## src/rtl/pipe_ctrl_pkg.sv

```systemverilog
// Shared definitions for the pipeline sequencing controller: FSM state
// encoding and architectural register constants.
package pipe_ctrl_pkg;

  typedef enum logic [2:0] {
    IDLE    = 3'd0,
    RUN     = 3'd1,
    MEMWAIT = 3'd2,
    FLUSH   = 3'd3,
    HALT    = 3'd4
  } state_t;

  localparam logic [4:0] REG_X0 = 5'd0;

  // FLUSH_CYCLES is limited to 1..7, so the flush counter never needs more bits.
  localparam int FLUSH_CNT_W = 3;

endpackage

```

## src/rtl/pipe_ctrl_if.sv

```systemverilog
// Status/control bundle between the pipeline datapath and pipe_ctrl.
// master = controller side, slave = datapath side.
interface pipe_ctrl_if #(parameter int CNT_W = 16);

  logic             start;
  logic             ir_already;
  logic [4:0]       id_rs1;
  logic [4:0]       id_rs2;
  logic             id_rs1en;
  logic             id_rs2en;
  logic             ex_load;
  logic [4:0]       ex_rd;
  logic             branch_taken;
  logic             mem_busy;
  logic             sys_halt;
  logic             run_en;
  logic             flush;
  logic             ex_bubble;
  logic             pc_hold;
  logic             halted;
  logic [CNT_W-1:0] stall_cnt;

  modport master (
    input  start, ir_already, id_rs1, id_rs2, id_rs1en, id_rs2en,
           ex_load, ex_rd, branch_taken, mem_busy, sys_halt,
    output run_en, flush, ex_bubble, pc_hold, halted, stall_cnt
  );

  modport slave (
    output start, ir_already, id_rs1, id_rs2, id_rs1en, id_rs2en,
           ex_load, ex_rd, branch_taken, mem_busy, sys_halt,
    input  run_en, flush, ex_bubble, pc_hold, halted, stall_cnt
  );

endinterface

```

## src/rtl/pipe_ctrl_hazard_detect.sv

```systemverilog
// Combinational load-use comparator: flags when the decode instruction reads
// the destination of a LOAD currently in EX (x0 never creates a hazard).
module pipe_ctrl_hazard_detect
  import pipe_ctrl_pkg::*;
(
  input  logic       ex_load,
  input  logic [4:0] ex_rd,
  input  logic [4:0] id_rs1,
  input  logic [4:0] id_rs2,
  input  logic       id_rs1en,
  input  logic       id_rs2en,
  output logic       hazard
);

  logic [1:0][4:0] src_idx;
  logic [1:0]      src_en;
  logic [1:0]      src_hit;

  assign src_idx = {id_rs2, id_rs1};
  assign src_en  = {id_rs2en, id_rs1en};

  for (genvar gi = 0; gi < 2; gi++) begin : g_src
    assign src_hit[gi] = src_en[gi] && (src_idx[gi] == ex_rd);
  end

  assign hazard = ex_load && (ex_rd != REG_X0) && (|src_hit);

endmodule

```

## src/rtl/pipe_ctrl.sv

```systemverilog
// Pipeline sequencing controller: decode advance/flush, EX bubble, PC hold,
// halt tracking and a saturating stall-cycle counter.
module pipe_ctrl
  import pipe_ctrl_pkg::*;
#(
  parameter int FLUSH_CYCLES = 2,
  parameter int CNT_W        = 16
) (
  input  logic       clk,
  input  logic       reset,
  pipe_ctrl_if.master bus
);

  localparam logic [FLUSH_CNT_W-1:0] FLUSH_RELOAD = FLUSH_CNT_W'(FLUSH_CYCLES - 1);
  localparam logic                   MULTI_FLUSH  = (FLUSH_CYCLES > 1);

  state_t                 state_q, state_d;
  logic [FLUSH_CNT_W-1:0] fcnt_q, fcnt_d;
  logic [CNT_W-1:0]       stall_cnt_q, stall_cnt_d;

  logic hazard;
  logic stall_cyc;
  logic run_en, flush, ex_bubble, pc_hold, halted;

  pipe_ctrl_hazard_detect u_hazard_detect (
    .ex_load  (bus.ex_load),
    .ex_rd    (bus.ex_rd),
    .id_rs1   (bus.id_rs1),
    .id_rs2   (bus.id_rs2),
    .id_rs1en (bus.id_rs1en),
    .id_rs2en (bus.id_rs2en),
    .hazard   (hazard)
  );

  always_comb begin
    state_d   = state_q;
    fcnt_d    = fcnt_q;
    run_en    = 1'b0;
    flush     = 1'b0;
    ex_bubble = 1'b0;
    pc_hold   = 1'b1;
    halted    = 1'b0;
    stall_cyc = 1'b0;

    case (state_q)
      IDLE: begin
        if (bus.start) state_d = RUN;
      end

      HALT: begin
        halted    = 1'b1;
        ex_bubble = 1'b1;
        if (bus.start) state_d = RUN;
      end

      FLUSH: begin
        run_en    = 1'b1;
        flush     = 1'b1;
        ex_bubble = 1'b1;
        pc_hold   = 1'b0;
        stall_cyc = 1'b1;
        if (bus.branch_taken) begin
          fcnt_d = FLUSH_RELOAD;
        end else if (fcnt_q <= FLUSH_CNT_W'(1)) begin
          fcnt_d  = '0;
          state_d = RUN;
        end else begin
          fcnt_d = fcnt_q - FLUSH_CNT_W'(1);
        end
      end

      // The cycle mem_busy drops in MEMWAIT is handled exactly like a RUN cycle.
      RUN, MEMWAIT: begin
        if (state_q == MEMWAIT && bus.mem_busy) begin
          stall_cyc = 1'b1;
        end else if (bus.branch_taken) begin
          run_en    = 1'b1;
          flush     = 1'b1;
          ex_bubble = 1'b1;
          pc_hold   = 1'b0;
          stall_cyc = 1'b1;
          if (MULTI_FLUSH) begin
            state_d = FLUSH;
            fcnt_d  = FLUSH_RELOAD;
          end else begin
            state_d = RUN;
          end
        end else if (bus.sys_halt) begin
          ex_bubble = 1'b1;
          state_d   = HALT;
        end else if (bus.mem_busy) begin
          stall_cyc = 1'b1;
          state_d   = MEMWAIT;
        end else if (hazard) begin
          ex_bubble = 1'b1;
          stall_cyc = 1'b1;
          state_d   = RUN;
        end else begin
          run_en  = bus.ir_already;
          pc_hold = ~bus.ir_already;
          state_d = RUN;
        end
      end

      default: begin
        state_d = IDLE;
        fcnt_d  = '0;
      end
    endcase

    stall_cnt_d = stall_cnt_q;
    if (stall_cyc && (stall_cnt_q != '1)) stall_cnt_d = stall_cnt_q + CNT_W'(1);
  end

  always_ff @(posedge clk or negedge reset) begin
    if (!reset) begin
      state_q     <= IDLE;
      fcnt_q      <= '0;
      stall_cnt_q <= '0;
    end else begin
      state_q     <= state_d;
      fcnt_q      <= fcnt_d;
      stall_cnt_q <= stall_cnt_d;
    end
  end

  assign bus.run_en    = run_en;
  assign bus.flush     = flush;
  assign bus.ex_bubble = ex_bubble;
  assign bus.pc_hold   = pc_hold;
  assign bus.halted    = halted;
  assign bus.stall_cnt = stall_cnt_q;

endmodule

```

## src/flat_wrapper.sv

```systemverilog
// flat-port wrapper written by rule: the top's interface ports become plain ports
module pipe_ctrl_flat import pipe_ctrl_pkg::*;
#(
  parameter int FLUSH_CYCLES = 2,
  parameter int CNT_W        = 16
)
  (clk, reset, bus_start, bus_ir_already, bus_id_rs1, bus_id_rs2, bus_id_rs1en, bus_id_rs2en, bus_ex_load, bus_ex_rd, bus_branch_taken, bus_mem_busy, bus_sys_halt, bus_run_en, bus_flush, bus_ex_bubble, bus_pc_hold, bus_halted, bus_stall_cnt);
  pipe_ctrl_if #(.CNT_W(CNT_W)) bus_i ();
  input  logic clk;
  input  logic reset;
  input wire logic [$bits(bus_i.start)-1:0] bus_start;
  input wire logic [$bits(bus_i.ir_already)-1:0] bus_ir_already;
  input wire logic [$bits(bus_i.id_rs1)-1:0] bus_id_rs1;
  input wire logic [$bits(bus_i.id_rs2)-1:0] bus_id_rs2;
  input wire logic [$bits(bus_i.id_rs1en)-1:0] bus_id_rs1en;
  input wire logic [$bits(bus_i.id_rs2en)-1:0] bus_id_rs2en;
  input wire logic [$bits(bus_i.ex_load)-1:0] bus_ex_load;
  input wire logic [$bits(bus_i.ex_rd)-1:0] bus_ex_rd;
  input wire logic [$bits(bus_i.branch_taken)-1:0] bus_branch_taken;
  input wire logic [$bits(bus_i.mem_busy)-1:0] bus_mem_busy;
  input wire logic [$bits(bus_i.sys_halt)-1:0] bus_sys_halt;
  output wire logic [$bits(bus_i.run_en)-1:0] bus_run_en;
  output wire logic [$bits(bus_i.flush)-1:0] bus_flush;
  output wire logic [$bits(bus_i.ex_bubble)-1:0] bus_ex_bubble;
  output wire logic [$bits(bus_i.pc_hold)-1:0] bus_pc_hold;
  output wire logic [$bits(bus_i.halted)-1:0] bus_halted;
  output wire logic [$bits(bus_i.stall_cnt)-1:0] bus_stall_cnt;
  assign bus_i.start = bus_start;
  assign bus_i.ir_already = bus_ir_already;
  assign bus_i.id_rs1 = bus_id_rs1;
  assign bus_i.id_rs2 = bus_id_rs2;
  assign bus_i.id_rs1en = bus_id_rs1en;
  assign bus_i.id_rs2en = bus_id_rs2en;
  assign bus_i.ex_load = bus_ex_load;
  assign bus_i.ex_rd = bus_ex_rd;
  assign bus_i.branch_taken = bus_branch_taken;
  assign bus_i.mem_busy = bus_mem_busy;
  assign bus_i.sys_halt = bus_sys_halt;
  assign bus_run_en = bus_i.run_en;
  assign bus_flush = bus_i.flush;
  assign bus_ex_bubble = bus_i.ex_bubble;
  assign bus_pc_hold = bus_i.pc_hold;
  assign bus_halted = bus_i.halted;
  assign bus_stall_cnt = bus_i.stall_cnt;
  pipe_ctrl #(.FLUSH_CYCLES(FLUSH_CYCLES), .CNT_W(CNT_W)) u_core (.clk(clk), .reset(reset), .bus(bus_i));
endmodule
```

## config.mk

```make
export PLATFORM = sky130hd
export DESIGN_NAME = pipe_ctrl_flat
export DESIGN_NICKNAME = d
export VERILOG_FILES = /design/src/rtl/pipe_ctrl_pkg.sv /design/src/rtl/pipe_ctrl_if.sv /design/src/rtl/pipe_ctrl_hazard_detect.sv /design/src/rtl/pipe_ctrl.sv /design/src/flat_wrapper.sv
export SDC_FILE = /design/constraint.sdc
export NUM_CORES = 1
export LEC_CHECK = 0
export BUFFER_PORTS_ARGS = -buffer_cell sky130_fd_sc_hd__buf_2
export CAP_MARGIN = 10
export CELL_PAD_IN_SITES_DETAIL_PLACEMENT = 0
export CELL_PAD_IN_SITES_GLOBAL_PLACEMENT = 1
export CORE_UTILIZATION = 25
export DETAILED_ROUTE_END_ITERATION = 12
export GPL_TIMING_DRIVEN = 1
export PLACE_DENSITY_LB_ADDON = 0.1
export SYNTH_ARGS = -nofsm -noshare
export SYNTH_HDL_FRONTEND = slang
export SYNTH_SLANG_ARGS = --single-unit
```

## constraint.sdc

```tcl
create_clock -name clk -period 4.5 [get_ports clk]
set_input_delay 0.9 -clock clk [delete_from_list [all_inputs] [get_ports clk]]
set_output_delay 0.9 -clock clk [all_outputs]
set_load 0.02 [all_outputs]
```

Word-level counts from Yosys, hierarchy flattened

Cells that the tools add are included.

Bitwise operators: 2
Muxes and demuxes: 40
Reductions and logical operators: 14
Eq/ne operators: 12
Magnitude comparators: 1
Add/sub/neg operators: 2

Operator list:

| operator                                                       | count |
|---|---|
| two-way mux 3 bit                                              | 10 |
| two-way mux 1 bit                                              | 22 |
| case mux 3 bit (3 select lines)                                | 2 |
| adder 16 x 1 -> 16 bit, second input constant                  | 1 |
| inequality test 16 bit, second input constant                  | 1 |
| == test 5 bit                                                  | 2 |
| case mux 1 bit (2 select lines)                                | 5 |
| OR reduction 2 bit                                             | 4 |
| == test 3 x 2 -> 1 bit, second input constant                  | 2 |
| logical AND 1 bit                                              | 6 |
| inequality test 2 bit, second input constant                   | 3 |
| nonzero test 5 bit                                             | 1 |
| inequality test 2 x 1 -> 1 bit, second input constant          | 2 |
| AND reduction 4 bit                                            | 1 |
| == test 3 x 1 -> 1 bit, second input constant                  | 1 |
| == test 3 bit, second input constant                           | 1 |
| less-or-equal comparator 3 x 1 -> 1 bit, second input constant | 1 |
| logical NOT 3 bit                                              | 1 |
| AND reduction 3 bit                                            | 1 |
| subtractor 3 x 1 -> 3 bit, second input constant               | 1 |
| two-way mux 2 bit                                              | 1 |
| NOT 1 bit                                                      | 2 |

Register bits after elaboration: 22
Logic and storage cells: 74
Output and inout bits: 21
Input bits: 25

Logic depth before layout (Yosys ltp)

Depth in word-level cells: 11
Mapped depth: 9
Depth with buffers taken out: 8

By module

A second synthesis with hierarchy kept.

Cells, all modules: 155
Area total of the unflattened synthesis: 1495.2 sq um

Modules (own cells, without submodules):

| module                  | area each (sq um) | cells an instance | sequential area each (sq um) | instances |
|---|---|---|---|---|
| pipe_ctrl               | 1361.3            | 138               | 550.5                        | 1 |
| pipe_ctrl_hazard_detect | 133.9             | 17                | 0.0                          | 1 |

Least setup slack after synthesis

OpenSTA, ideal clock, no wires.

Path kind: in2out
From: in bus_ex_rd[1]
To: out bus_pc_hold
Setup slack: 1.086 ns
Data required time: 3.600 ns
Stages on the path: 6
Buffers on the path: 0
Data arrival time: 2.514 ns
Path through: or4_1 o21a_1 nand2_1 a31oi_1 nor3_1 inv_1

Word-level cells in the longest chain between the ends: 10
Elaborated cells on any way between the ends: 14

RTL lines:

| element                           | RTL line                      | text |
|---|---|---|
| start: declaration                | flat_wrapper.sv:18            | `input wire logic [$bits(bus_i.ex_rd)-1:0] bus_ex_rd;` |
| == test 5 bit                     | pipe_ctrl_hazard_detect.sv:23 | `assign src_hit[gi] = src_en[gi] && (src_idx[gi] == ex_rd);` |
| logical AND 1 bit                 | pipe_ctrl_hazard_detect.sv:23 |  |
| OR reduction 2 bit                | pipe_ctrl_hazard_detect.sv:26 | `assign hazard = ex_load && (ex_rd != REG_X0) && (\|src_hit);` |
| logical AND 1 bit *               | pipe_ctrl_hazard_detect.sv:26 |  |
| two-way mux 1 bit *               | pipe_ctrl.sv:94               | `end else if (hazard) begin` |
| two-way mux 1 bit *               | pipe_ctrl.sv:91               | `end else if (bus.mem_busy) begin` |
| two-way mux 1 bit *               | pipe_ctrl.sv:88               | `end else if (bus.sys_halt) begin` |
| two-way mux 1 bit *               | pipe_ctrl.sv:76               | `end else if (bus.branch_taken) begin` |
| two-way mux 1 bit *               | pipe_ctrl.sv:74               | `if (state_q == MEMWAIT && bus.mem_busy) begin` |
| case mux 1 bit (2 select lines) * | pipe_ctrl.sv:45               | `case (state_q)` |
| end: declaration                  | flat_wrapper.sv:25            | `output wire logic [$bits(bus_i.pc_hold)-1:0] bus_pc_hold;` |

Mark *: on every way between the ends. The rest lies on a longest branch, timed or not.

Worst setup path after layout

Ends and elaborated chain as after synthesis.

==> impl_metrics.csv <==
group,metric,value,unit
floorplan,initial_core_util,0.264,
cells_and_area,fin_area,0.00169,sq mm
route,wl_met2,1520,um
sta,slew_violations,0,
sta,tightest_slew,502,ps
cts,postCtsSetupBuffers,0,
placed_design,port_buffers,45,
run,cap_violations,0,
cts,cts_tree,"yes",
cts,cts_sinks,22,
synthesis,ys_seq_elements,22,
sta,slew_headroom,0.665,
synthesis,yosys_warnings,0,
synthesis,synth-main-ff-cell,"dfrtp_1",
critical_path,worstPathMaxFanout,3,
synthesis,synth_edf_count,0,
route,wl,3170,um
sta,fin_setup_tns,0,ps
power,irDropWorstVdd,280,uV
cells_and_area,post-route-util,0.327,
grt,grt_max_degree,23,
synthesis,async_reset_ff_frac,1.00,
min_path,hp-start,"u_core.bus.stall_cnt[9]$_DFFE_PN0P_",
critical_path,rr_worst_depth,6,
placed_design,place_ws,1290,ps
floorplan,die_y,75.9,um
power,p_leak,0.785,nW
cts,htreeDepth,1,
synthesis,synth_compound_area_frac,0.138,
placed_design,detailed_place.area,0.00164,sq mm
synthesis,synth_xor_xnor_area_share,0.161,
cts,clock_path_buffers,2,
critical_path,critPathCaptureType,"output pin",
route,drt_iter0_markers,63,
sta,rsz0062_at_grt,"false",
cts,cts-resized-gates,0,
floorplan,die_area,0.00575,sq mm
cts,clock_latency,270,ps
cts,cts_buffers,3,
cts,hold_buffers,0,
route,vias,1199,
route,top_layer,"met4",
synthesis,syn-cell-area,0.00136,sq mm
power,power_density,541,mW/mm^2
min_path,holdPathEnd,"u_core.bus.stall_cnt[9]$_DFFE_PN0P_",
sta,period_minus_slack,3210,ps
synthesis,yosysSeqAreaShare,0.404,
synthesis,yosysUniqueCellTypes,36,
floorplan,rows,26,
sta,finalSetupViolations,0,
synthesis,syn_avg_cell_area,9.54,sq um
synthesis,synthMuxAreaShare,0.0165,
grt,antenna_found_initial,0,
synthesis,syn-num-nets,171,
route,met3_wirelength,99,um
route,drt-pass1-iter-count,4,
cells_and_area,fin_nets,214,
status,status,"finished clean",
route,wl_per_cell,12.4,um
grt,track_usage,0.126,
power,total_power,915,uW
floorplan,pin_count,46,
placed_design,place.detailed.hpwl,2470,um
sta,fmax,311,MHz
cells_and_area,synthToLayoutAreaGrowth,23.9,%
cells_and_area,final_cell_count_no_fill,255,
critical_path,timing.rr.start,"u_core.bus.stall_cnt[2]$_DFFE_PN0P_",
cts,path_clk_slew,80,ps
placed_design,dp_cells,251,
critical_path,arrival,2310,ps
placed_design,gp_congestion,0.831,
critical_path,crit_required,3600,ps
grt,overflow,0,
route,drc,0,
sta,skew,4.74,ps
min_path,min_path_type,"reg2reg",
critical_path,critical_path_class,"in2out",
grt,grt_pass1_vias,1176,
critical_path,critPathLaunchType,"input pin",
synthesis,syn_inst,143,
grt,grt_pass1_wl,5450,um
critical_path,r2r-end,"u_core.bus.stall_cnt[1]$_DFFE_PN0P_",
route,via_per_inst,4.70,
route,antenna_left,0,
sta,post-route-period-util,0.714,
cells_and_area,drive_gt1_frac,0.324,
synthesis,synth_top_family_by_area,"simple AND/OR/NAND/NOR gates",
floorplan,coreArea,0.00517,sq mm
sta,setup_ws,1290,ps
sta,finalHoldViolations,0,
cts,clockRootBuffer,"clkbuf_8",
sta,timing.hold.ws,494,ps
route,wirelength_met1,1450,um
critical_path,r2r_slack,2290,ps
cells_and_area,diodes,0,
synthesis,synthSimpleGateAreaFrac,0.205,
min_path,whs_path_depth,1,
synthesis,synthAdderAreaFrac,0.0275,
floorplan,die_w,75.9,um
-- cells in the mapped netlist, types with 2 or more instances --
library cell | number | share of area
o22ai_1 | 2 | 0.0092
nor2_1 | 10 | 0.028
nand2_1 | 10 | 0.028
nand4_1 | 9 | 0.041
dfrtp_1 | 22 | 0.40
o21a_1 | 2 | 0.011
and3_4 | 2 | 0.017
a21oi_1 | 4 | 0.015
and3_2 | 3 | 0.017
xnor2_1 | 23 | 0.15
o21ai_0 | 8 | 0.029
buf_6 | 2 | 0.017
mux2_2 | 2 | 0.017
ha_1 | 3 | 0.028
clkbuf_1 | 5 | 0.014
xor2_1 | 2 | 0.013
nor3_1 | 3 | 0.011
nand3_1 | 7 | 0.026
inv_1 | 7 | 0.019
-- state kept, by name, summed over array words and instances (netlist names) --
register and flops:
u_core.fcnt_q 3, u_core.bus.stall_cnt 16, u_core.state_q 3
-- where the power goes --
part / switching [mW] / internal [mW] / total, mW / leakage (nW)
combinational: 0.277 / 0.176 / 0.453 / 0.467
sequential: 0.0696 / 0.248 / 0.318 / 0.289
clock: 0.0657 / 0.0781 / 0.144 / 0.0288
total: 0.412 / 0.502 / 0.915 / 0.785
-- logic make-up (layout without fill, tap and decap cells) --
kind of cell / after synthesis / count (layout)
fa+ha+maj: 3 / 3
buf+inv: 14 / 56
mux: 2 / 2
compound gates: 26 / 26
xor+xnor: 25 / 25
flops: 22 / 22
simple gates: 51 / 51
-- cell usage in the layout, fill, tap and decap left out, types with 2 or more instances in the layout --
cell type	instances
buf_2	45
xnor2_1	23
dfrtp_1	22
nor2_1	10
nand2_1	10
nand4_1	9
o21ai_0	8
inv_1	7
nand3_1	7
a21oi_1	4
clkbuf_8	4
nor3_1	3
and3_2	3
ha_1	3
o21a_1	2
o22ai_1	2
and3_4	2
mux2_2	2
xor2_1	2
-- final cells by class --
cell class | count | area (sq um)
clock buffers | 4 | 55.1
flip-flops and latches | 22 | 551
well taps | 70 | 87.6
repair buffers | 45 | 225
inverters | 7 | 26.3
multi-input cells | 107 | 746
fillers | 539 | 3480
-- worst max-delay path, cell delays in order --
cell	delay, ps
buf_2	120
or4_1	510
o21a_1	210
nand2_1	80
a31oi_1	80
nor3_1	190
inv_1	60
buf_2	150
-- worst max-delay path by stage --
stage / from / end / slack, ps
4_1_cts: bus_ex_rd[1] / bus_pc_hold / 1270
6_report: bus_ex_rd[1] / bus_pc_hold / 1290
3_3_place_gp: bus_ex_rd[1] / bus_pc_hold / 1310
5_1_grt: bus_ex_rd[1] / bus_run_en / 1150
2_1_floorplan: bus_ex_rd[1] / bus_pc_hold / 1090
3_5_place_dp: bus_ex_rd[1] / bus_pc_hold / 1290
-- layer usage --
layer | GRT usage | up-vias
met5 | 0 | -
met4 | 0.0741 | 0
met3 | 0.0132 | 9
met2 | 0.202 | 35
met1 | 0.163 | 568
li1 | - | 587
Note: power is estimated with default switching activity, not from simulation.
